**src/rtl/udma_uart_cfg_sequencer_pkg.sv**
```systemverilog
// Shared register map, sequencer states and write-table helpers for the udma_uart
// cfg sequencer.
package udma_uart_cfg_pkg;

    localparam logic [4:0] REG_RX_SADDR = 5'h00;
    localparam logic [4:0] REG_RX_SIZE  = 5'h01;
    localparam logic [4:0] REG_RX_CFG   = 5'h02;
    localparam logic [4:0] REG_TX_SADDR = 5'h04;
    localparam logic [4:0] REG_TX_SIZE  = 5'h05;
    localparam logic [4:0] REG_TX_CFG   = 5'h06;
    localparam logic [4:0] REG_STATUS   = 5'h08;
    localparam logic [4:0] REG_SETUP    = 5'h09;

    localparam int CFG_EN_BIT   = 4;
    localparam int CFG_CONT_BIT = 0;

    // Write-table entry index; ENT_END marks "no more writes".
    localparam logic [2:0] ENT_SETUP    = 3'd0;
    localparam logic [2:0] ENT_RX_SADDR = 3'd1;
    localparam logic [2:0] ENT_RX_SIZE  = 3'd2;
    localparam logic [2:0] ENT_RX_CFG   = 3'd3;
    localparam logic [2:0] ENT_TX_SADDR = 3'd4;
    localparam logic [2:0] ENT_TX_SIZE  = 3'd5;
    localparam logic [2:0] ENT_TX_CFG   = 3'd6;
    localparam logic [2:0] ENT_END      = 3'd7;

    typedef enum logic [2:0] {IDLE, WRITE, POLL_RD, POLL_WAIT, DONE} seq_state_e;

    function automatic logic [2:0] next_entry(input logic [2:0] cur, input logic rx_en,
                                              input logic tx_en);
        logic [2:0] nxt;
        case (cur)
            ENT_SETUP:    nxt = rx_en ? ENT_RX_SADDR : (tx_en ? ENT_TX_SADDR : ENT_END);
            ENT_RX_SADDR: nxt = ENT_RX_SIZE;
            ENT_RX_SIZE:  nxt = ENT_RX_CFG;
            ENT_RX_CFG:   nxt = tx_en ? ENT_TX_SADDR : ENT_END;
            ENT_TX_SADDR: nxt = ENT_TX_SIZE;
            ENT_TX_SIZE:  nxt = ENT_TX_CFG;
            default:      nxt = ENT_END;
        endcase
        return nxt;
    endfunction

    function automatic logic [4:0] entry_addr(input logic [2:0] ent);
        logic [4:0] a;
        case (ent)
            ENT_RX_SADDR: a = REG_RX_SADDR;
            ENT_RX_SIZE:  a = REG_RX_SIZE;
            ENT_RX_CFG:   a = REG_RX_CFG;
            ENT_TX_SADDR: a = REG_TX_SADDR;
            ENT_TX_SIZE:  a = REG_TX_SIZE;
            ENT_TX_CFG:   a = REG_TX_CFG;
            default:      a = REG_SETUP;
        endcase
        return a;
    endfunction

    function automatic logic [31:0] cfg_word(input logic cont);
        logic [31:0] w;
        w               = '0;
        w[CFG_EN_BIT]   = 1'b1;
        w[CFG_CONT_BIT] = cont;
        return w;
    endfunction

endpackage

```
**src/rtl/udma_uart_cfg_sequencer_bus.sv**
```systemverilog
// Single-request cfg bus master: a req loads one transfer that is held until the
// slave accepts it; a new req in the accept cycle gives back-to-back transfers.
module udma_cfg_bus_master (
    input  logic        sys_clk_i,
    input  logic        rst_i,
    input  logic        req_i,
    input  logic        req_rwn_i,
    input  logic [4:0]  req_addr_i,
    input  logic [31:0] req_wdata_i,
    output logic        ack_o,
    output logic [31:0] rdata_o,
    output logic        cfg_valid_o,
    output logic        cfg_rwn_o,
    output logic [4:0]  cfg_addr_o,
    output logic [31:0] cfg_data_o,
    input  logic        cfg_ready_i,
    input  logic [31:0] cfg_data_i
);

    logic        valid_q, valid_d;
    logic        rwn_q, rwn_d;
    logic [4:0]  addr_q, addr_d;
    logic [31:0] data_q, data_d;

    assign ack_o   = valid_q & cfg_ready_i;
    assign rdata_o = cfg_data_i;

    always_comb begin
        valid_d = valid_q;
        rwn_d   = rwn_q;
        addr_d  = addr_q;
        data_d  = data_q;
        if (req_i) begin
            valid_d = 1'b1;
            rwn_d   = req_rwn_i;
            addr_d  = req_addr_i;
            data_d  = req_wdata_i;
        end else if (ack_o) begin
            valid_d = 1'b0;
            rwn_d   = 1'b1;
        end
    end

    always_ff @(posedge sys_clk_i) begin
        if (rst_i) begin
            valid_q <= 1'b0;
            rwn_q   <= 1'b1;
            addr_q  <= '0;
            data_q  <= '0;
        end else begin
            valid_q <= valid_d;
            rwn_q   <= rwn_d;
            addr_q  <= addr_d;
            data_q  <= data_d;
        end
    end

    assign cfg_valid_o = valid_q;
    assign cfg_rwn_o   = rwn_q;
    assign cfg_addr_o  = addr_q;
    assign cfg_data_o  = data_q;

endmodule

```
**src/rtl/udma_uart_cfg_sequencer.sv**
```systemverilog
// Programs udma_uart SETUP and RX/TX channel registers from one start pulse, then
// optionally polls STATUS until the UART reports idle or the poll budget runs out.
module udma_uart_cfg_sequencer
    import udma_uart_cfg_pkg::*;
#(
    parameter int L2_AWIDTH_NOAL = 19,
    parameter int TRANS_SIZE     = 20,
    parameter int POLL_GAP       = 16,
    parameter int POLL_MAX       = 1024
) (
    input  logic                      sys_clk_i,
    input  logic                      rst_i,
    input  logic                      start_i,
    input  logic [31:0]               setup_i,
    input  logic                      rx_en_i,
    input  logic                      rx_cont_i,
    input  logic [L2_AWIDTH_NOAL-1:0] rx_saddr_i,
    input  logic [TRANS_SIZE-1:0]     rx_size_i,
    input  logic                      tx_en_i,
    input  logic                      tx_cont_i,
    input  logic [L2_AWIDTH_NOAL-1:0] tx_saddr_i,
    input  logic [TRANS_SIZE-1:0]     tx_size_i,
    input  logic                      wait_idle_i,
    output logic                      cfg_valid_o,
    output logic                      cfg_rwn_o,
    output logic [4:0]                cfg_addr_o,
    output logic [31:0]               cfg_data_o,
    input  logic                      cfg_ready_i,
    input  logic [31:0]               cfg_data_i,
    output logic                      busy_o,
    output logic                      done_o,
    output logic                      err_o,
    output logic [31:0]               status_o
);

    localparam int PCW = $clog2(POLL_MAX + 1);
    localparam int GCW = $clog2(POLL_GAP + 1);

    seq_state_e                state_q, state_d;
    logic [2:0]                idx_q, idx_d;
    logic                      rx_en_q, rx_en_d, rx_cont_q, rx_cont_d;
    logic                      tx_en_q, tx_en_d, tx_cont_q, tx_cont_d;
    logic                      wait_idle_q, wait_idle_d;
    logic [L2_AWIDTH_NOAL-1:0] rx_saddr_q, rx_saddr_d, tx_saddr_q, tx_saddr_d;
    logic [TRANS_SIZE-1:0]     rx_size_q, rx_size_d, tx_size_q, tx_size_d;
    logic [PCW-1:0]            poll_cnt_q, poll_cnt_d, poll_cnt_inc;
    logic [GCW-1:0]            gap_cnt_q, gap_cnt_d;
    logic                      err_q, err_d, done_q, done_d, busy_q, busy_d;
    logic [31:0]               status_q, status_d;

    logic                      req, req_rwn, ack;
    logic [4:0]                req_addr;
    logic [31:0]               req_wdata, rdata, ent_wdata;
    logic [2:0]                ent_nxt;

    assign ent_nxt      = next_entry(idx_q, rx_en_q, tx_en_q);
    assign poll_cnt_inc = poll_cnt_q + PCW'(1);

    always_comb begin
        case (ent_nxt)
            ENT_RX_SADDR: ent_wdata = 32'(rx_saddr_q);
            ENT_RX_SIZE:  ent_wdata = 32'(rx_size_q);
            ENT_RX_CFG:   ent_wdata = cfg_word(rx_cont_q);
            ENT_TX_SADDR: ent_wdata = 32'(tx_saddr_q);
            ENT_TX_SIZE:  ent_wdata = 32'(tx_size_q);
            ENT_TX_CFG:   ent_wdata = cfg_word(tx_cont_q);
            default:      ent_wdata = '0;
        endcase
    end

    always_comb begin
        state_d     = state_q;
        idx_d       = idx_q;
        rx_en_d     = rx_en_q;
        rx_cont_d   = rx_cont_q;
        rx_saddr_d  = rx_saddr_q;
        rx_size_d   = rx_size_q;
        tx_en_d     = tx_en_q;
        tx_cont_d   = tx_cont_q;
        tx_saddr_d  = tx_saddr_q;
        tx_size_d   = tx_size_q;
        wait_idle_d = wait_idle_q;
        poll_cnt_d  = poll_cnt_q;
        gap_cnt_d   = gap_cnt_q;
        err_d       = err_q;
        done_d      = 1'b0;
        busy_d      = busy_q;
        status_d    = status_q;
        req         = 1'b0;
        req_rwn     = 1'b0;
        req_addr    = REG_SETUP;
        req_wdata   = '0;
        case (state_q)
            IDLE: begin
                if (start_i) begin
                    rx_en_d     = rx_en_i;
                    rx_cont_d   = rx_cont_i;
                    rx_saddr_d  = rx_saddr_i;
                    rx_size_d   = rx_size_i;
                    tx_en_d     = tx_en_i;
                    tx_cont_d   = tx_cont_i;
                    tx_saddr_d  = tx_saddr_i;
                    tx_size_d   = tx_size_i;
                    wait_idle_d = wait_idle_i;
                    idx_d       = ENT_SETUP;
                    poll_cnt_d  = '0;
                    err_d       = 1'b0;
                    busy_d      = 1'b1;
                    req         = 1'b1;
                    req_wdata   = setup_i;
                    state_d     = WRITE;
                end
            end
            WRITE: begin
                if (ack) begin
                    if (ent_nxt != ENT_END) begin
                        idx_d     = ent_nxt;
                        req       = 1'b1;
                        req_addr  = entry_addr(ent_nxt);
                        req_wdata = ent_wdata;
                    end else if (wait_idle_q) begin
                        req      = 1'b1;
                        req_rwn  = 1'b1;
                        req_addr = REG_STATUS;
                        state_d  = POLL_RD;
                    end else begin
                        done_d  = 1'b1;
                        busy_d  = 1'b0;
                        state_d = DONE;
                    end
                end
            end
            POLL_RD: begin
                if (ack) begin
                    status_d = rdata;
                    if (rdata[1:0] == 2'b00) begin
                        done_d  = 1'b1;
                        busy_d  = 1'b0;
                        state_d = DONE;
                    end else if (poll_cnt_inc == PCW'(POLL_MAX)) begin
                        poll_cnt_d = poll_cnt_inc;
                        err_d      = 1'b1;
                        done_d     = 1'b1;
                        busy_d     = 1'b0;
                        state_d    = DONE;
                    end else begin
                        poll_cnt_d = poll_cnt_inc;
                        gap_cnt_d  = GCW'(POLL_GAP - 1);
                        state_d    = POLL_WAIT;
                    end
                end
            end
            POLL_WAIT: begin
                // Terminal count issues the next read so it lands POLL_GAP idle cycles later.
                if (gap_cnt_q == '0) begin
                    req      = 1'b1;
                    req_rwn  = 1'b1;
                    req_addr = REG_STATUS;
                    state_d  = POLL_RD;
                end else begin
                    gap_cnt_d = gap_cnt_q - GCW'(1);
                end
            end
            default: state_d = IDLE;
        endcase
    end

    always_ff @(posedge sys_clk_i) begin
        if (rst_i) begin
            state_q     <= IDLE;
            idx_q       <= ENT_SETUP;
            rx_en_q     <= 1'b0;
            rx_cont_q   <= 1'b0;
            rx_saddr_q  <= '0;
            rx_size_q   <= '0;
            tx_en_q     <= 1'b0;
            tx_cont_q   <= 1'b0;
            tx_saddr_q  <= '0;
            tx_size_q   <= '0;
            wait_idle_q <= 1'b0;
            poll_cnt_q  <= '0;
            gap_cnt_q   <= '0;
            err_q       <= 1'b0;
            done_q      <= 1'b0;
            busy_q      <= 1'b0;
            status_q    <= '0;
        end else begin
            state_q     <= state_d;
            idx_q       <= idx_d;
            rx_en_q     <= rx_en_d;
            rx_cont_q   <= rx_cont_d;
            rx_saddr_q  <= rx_saddr_d;
            rx_size_q   <= rx_size_d;
            tx_en_q     <= tx_en_d;
            tx_cont_q   <= tx_cont_d;
            tx_saddr_q  <= tx_saddr_d;
            tx_size_q   <= tx_size_d;
            wait_idle_q <= wait_idle_d;
            poll_cnt_q  <= poll_cnt_d;
            gap_cnt_q   <= gap_cnt_d;
            err_q       <= err_d;
            done_q      <= done_d;
            busy_q      <= busy_d;
            status_q    <= status_d;
        end
    end

    udma_cfg_bus_master u_bus (
        .sys_clk_i   (sys_clk_i),
        .rst_i       (rst_i),
        .req_i       (req),
        .req_rwn_i   (req_rwn),
        .req_addr_i  (req_addr),
        .req_wdata_i (req_wdata),
        .ack_o       (ack),
        .rdata_o     (rdata),
        .cfg_valid_o (cfg_valid_o),
        .cfg_rwn_o   (cfg_rwn_o),
        .cfg_addr_o  (cfg_addr_o),
        .cfg_data_o  (cfg_data_o),
        .cfg_ready_i (cfg_ready_i),
        .cfg_data_i  (cfg_data_i)
    );

    assign busy_o   = busy_q;
    assign done_o   = done_q;
    assign err_o    = err_q;
    assign status_o = status_q;

endmodule

```
**config.mk**
```make
export PLATFORM = sky130hd
export DESIGN_NAME = udma_uart_cfg_sequencer
export DESIGN_NICKNAME = d
export VERILOG_FILES = /design/src/rtl/udma_uart_cfg_sequencer_pkg.sv /design/src/rtl/udma_uart_cfg_sequencer_bus.sv /design/src/rtl/udma_uart_cfg_sequencer.sv
export SDC_FILE = /design/constraint.sdc
export NUM_CORES = 1
export LEC_CHECK = 0
export ABC_AREA = 1
export BUFFER_PORTS_ARGS = -buffer_cell sky130_fd_sc_hd__buf_4
export CORE_MARGIN = 5
export CORE_UTILIZATION = 48
export CTS_BUF_LIST = sky130_fd_sc_hd__clkbuf_8
export CTS_CLUSTER_DIAMETER = 40
export DETAILED_ROUTE_END_ITERATION = 10
export HOLD_SLACK_MARGIN = 0.1
export PLACE_DENSITY_LB_ADDON = 0.15
export SETUP_SLACK_MARGIN = 0.3
export SLEW_MARGIN = 40
export SYNTH_ARGS = -nofsm -noshare
export SYNTH_HDL_FRONTEND = slang
export SYNTH_SLANG_ARGS = --single-unit
```
**constraint.sdc**
```tcl
create_clock -name sys_clk_i -period 1.7 [get_ports sys_clk_i]
set_input_delay 0.085 -clock sys_clk_i [delete_from_list [all_inputs] [get_ports sys_clk_i]]
set_output_delay 0.085 -clock sys_clk_i [all_outputs]
set_load 0.01 [all_outputs]
```
==> results.sh <==
export IMPL_outcome="complete, but fails checks"
export IMPL_violations="DRC, setup timing"
export IMPL_worst_setup_path_start_kind="flop"
export IMPL_startpoint="state_q[0]$_SDFFE_PP0P_"
export IMPL_synth_area_um2=7700
export IMPL_slew_viol_final=0
export IMPL_synth_top_flop_cell="dfxtp_1"
export IMPL_die_area_um2=18700
export IMPL_post_dp_cell_area_um2=9970
export IMPL_endpoint="u_bus.cfg_data_o[10]$_SDFFE_PP0P_"
export IMPL_overflow=0
export IMPL_synth_cell_types=37
export IMPL_yosysMostFrequentCell="nand2_1"
export IMPL_grt_pass1_vias=10100
export IMPL_max_freq_mhz=480
export IMPL_crit_cells=14
export IMPL_path_cells="inv_2, nor2_4, inv_1, nor2_2, inv_2, nor2_4, nand2_2, nand2_4, clkinv_8, buf_12, nand2_4, nand3_2, nand2_1, inv_1"
export IMPL_top_level_ports=225
export IMPL_p_leak_nw=6.52
export IMPL_period_needed_ns=2.08
export IMPL_endpoint_kind="flop"
export IMPL_maxCapViolCount=0
export IMPL_antenna_found_initial=1
export IMPL_core_area_um2=15800
export IMPL_skew_ns=0.0189
export IMPL_sequentialPowerShare_pct=32.0
export IMPL_synthesis_nets=1265
export IMPL_cpPeakStageDelay_ns=0.40
export IMPL_dr_pass1_iters=11
export IMPL_cp_max_fo=8
export IMPL_netlist_top_cells_count="nand2_1 (293), nor2_1 (183), dfxtp_1 (178)"
export IMPL_die_h_um=137
export IMPL_n_antenna_cell=0
export IMPL_syn_area_per_cell_um2=6.94
export IMPL_synth_mux_area_share_pct=0
export IMPL_finalWorstSetupSlack_ns=-0.383
export IMPL_crit_required_ns=2.10
export IMPL_yosys_top_cells_area="dfxtp_1 (46%), nand2_1 (14%), nor2_1 (8.9%), o21ai_0 (5.8%), a21oi_1 (5.1%)"
export IMPL_areaGrowthSynthToFinish_pct=91.7
export IMPL_grt_max_degree=53
export IMPL_final_nets=1714
export IMPL_p_total_w=0.0182
export IMPL_min_delay_path_class="primary input to flop"
export IMPL_ir_worst_vdd_mv=0.915
export IMPL_r2r_end="u_bus.cfg_data_o[10]$_SDFFE_PP0P_"
export IMPL_track_usage_pct=35.5
export IMPL_setup_viol=83
export IMPL_port_buffers=223
export IMPL_yosysTopAreaCellShare_pct=46.2
export IMPL_fin_crit_sh_pct=123
export IMPL_viasPerCell=6.40
export IMPL_crit_type="flop to flop"
export IMPL_fp_dieW_um=137
export IMPL_rsz0062_at_grt="yes"
export IMPL_intPower_w=0.0107
export IMPL_slew_headroom_pct=62.9
export IMPL_vias=11400
export IMPL_path_delay_family="simple AND/OR/NAND/NOR gates"
export IMPL_synth_edff_count=0
export IMPL_cts_htree_levels=4
export IMPL_hpwl_um=15700
export IMPL_clockRootBuffer="clkbuf_8"
export IMPL_synth_xor_area_share_pct=0.227
export IMPL_synth_fa_ha_area_share_pct=0.650
export IMPL_p_per_area_nw_per_um2=1230
export IMPL_clock_path_buffers=2
export IMPL_switchingPower_w=0.00745
export IMPL_synth_compound_area_share_pct=12.1
export IMPL_synth_top_area_cell="dfxtp_1"
export IMPL_wl_um=48300
export IMPL_cp_buffers_inverters=6
export IMPL_drt_iter0_drc=1612
export IMPL_tightestPinTransition_ns=0.556
export IMPL_drive_gt1_share_pct=44.0
export IMPL_synthSimpleGateAreaFrac_pct=33.6
export IMPL_crit_path_top_delay_cell="dfxtp_4"
export IMPL_cts_sinks=178
export IMPL_yosys_warnings=0
export IMPL_tritoncts="yes"
export IMPL_synth_seq_area_share_pct=46.2
export IMPL_hold_viol=0
export IMPL_r2r_worst_path_cells=14
export IMPL_start_util_pct=48.7
export IMPL_netSwitchingFraction_pct=41.0
export IMPL_timing_rr_start="state_q[0]$_SDFFE_PP0P_"
export IMPL_synth_top_family_by_area="simple AND/OR/NAND/NOR gates"
export IMPL_clk_pin_slew_ns=0.11
export IMPL_comb_power_share_pct=48.5
export IMPL_drc=4
export IMPL_r2r_slack_ns=-0.38
export IMPL_cts_buffers=17
export IMPL_final_cell_area_um2=14800
export IMPL_synth_seq_cells=178
export IMPL_routedWlPerCell_um=27.0
export IMPL_clkPwrFrac_pct=19.5
export IMPL_ant_nets=0
export IMPL_async_flop_share_pct=0
export IMPL_clock_latency_ns=0.49
export IMPL_rows=46
export IMPL_grt_pass1_wl_um=52100
export IMPL_syn_inst=1110
export IMPL_gp_congestion=0.837
export IMPL_arrival_ns=2.48
[placed cells by master, fill, tap and decap left out, drive strengths merged, types with 3 or more instances in the layout]
master	count
buf	335
nand2	295
nor2	190
dfxtp	178
dlygate4sd3	149
o21ai	92
a21oi	80
nand3	73
inv	65
nand4	46
clkbuf	26
clkinv	11
bufinv	5
ha	4
o22ai	4
nor3	3
[worst min path at each step]
stage                      start                         to  slack [ns]  cells after the start
floorplan              rx_cont_i     rx_cont_q$_SDFFE_PP0P_        0.22                      2
global placement    rx_size_i[3]  rx_size_q[3]$_SDFFE_PP0P_        0.31                      3
detailed placement  rx_size_i[2]  rx_size_q[2]$_SDFFE_PP0P_        0.31                      3
CTS                      start_i      idx_q[1]$_SDFFE_PP0P_        0.17                      6
global route             start_i    state_q[1]$_SDFFE_PP0P_        0.35                      6
finish                   start_i    state_q[1]$_SDFFE_PP0P_        0.31                      6
[what timing repair did]
item	in CTS	in global routing
endpoints found under the setup margin	178	173
hold endpoints to repair	149	0
cloned	21	14
pin swaps	55	121
resized for setup	293	239
hold buffers	149	0
setup buffers	28	13
[layer usage]
layer,routed length [um],track usage (%),vias up
met4,5990,23.6,2
li1,-,-,4519
met5,9,0,-
met2,21100,60.4,1224
met3,6690,9.15,543
met1,14500,38.9,5161
[stage by stage]
| step | TNS [ns] | std cells | worst slack, ns | util (%) | hold slack [ns] |
|---|---|---|---|---|---|
| 2_1_floorplan | 0 | 1110 | 0.113 | - | 0.220 |
| 3_3_place_gp | -0.00282 | 1531 | -0.00282 | 63.0 | 0.307 |
| 3_5_place_dp | -0.284 | 1531 | -0.0488 | 63.0 | 0.310 |
| 4_1_cts | -0.0220 | 1761 | -0.0135 | 85.8 | 0.166 |
| 5_1_grt | -15.04 | 1788 | -0.433 | 93.3 | 0.350 |
| 6_report | -10.67 | 1788 | -0.383 | 93.3 | 0.306 |
[worst min-delay path: cells and delay by family]
| kind | cells | cell delay [ns] |
|---|---|---|
| AND/OR/NAND/NOR | 3 | 0.42 |
| AO/OA/AOI/OAI | 2 | 0.16 |
| buffers and inverters | 1 | 0.10 |
[power groups by stage]
stage	clock (W)	combinational, W	sequential [W]
after floorplan	0	0.00215	0.00538
after global routing	0.00363	0.00897	0.00581
after CTS	0.00338	0.00625	0.00546
after global placement	0	0.00361	0.00539
after detailed placement	0	0.00364	0.00540
final	0.00354	0.00882	0.00582
[flip-flops by register name, indices dropped and copies added (netlist names), 3 cells and up]
name              cells
u_bus.cfg_addr_o      4
poll_cnt_q           11
u_bus.cfg_data_o     32
state_q               3
idx_q                 3
rx_size_q            20
tx_saddr_q           19
tx_size_q            20
status_o             32
rx_saddr_q           19
gap_cnt_q             5
[layout make-up]
type,count,area [um2]
multi-input cells,799,4990
well taps,216,270
clock inverters,14,213
flip-flops and latches,178,3590
fillers,422,1060
inverters,67,337
repair inverters,2,17.5
repair buffers,494,5100
clock buffers,18,248
[logic make-up after synthesis]
| logic type | after synthesis |
|---|---|
| xor+xnor | 2 |
| buf+inv | 133 |
| fa+ha+maj | 4 |
| compound gates | 180 |
| flops | 178 |
| other cells | 1 |
| simple gates | 612 |
Power figures use the tool's default switching activity.
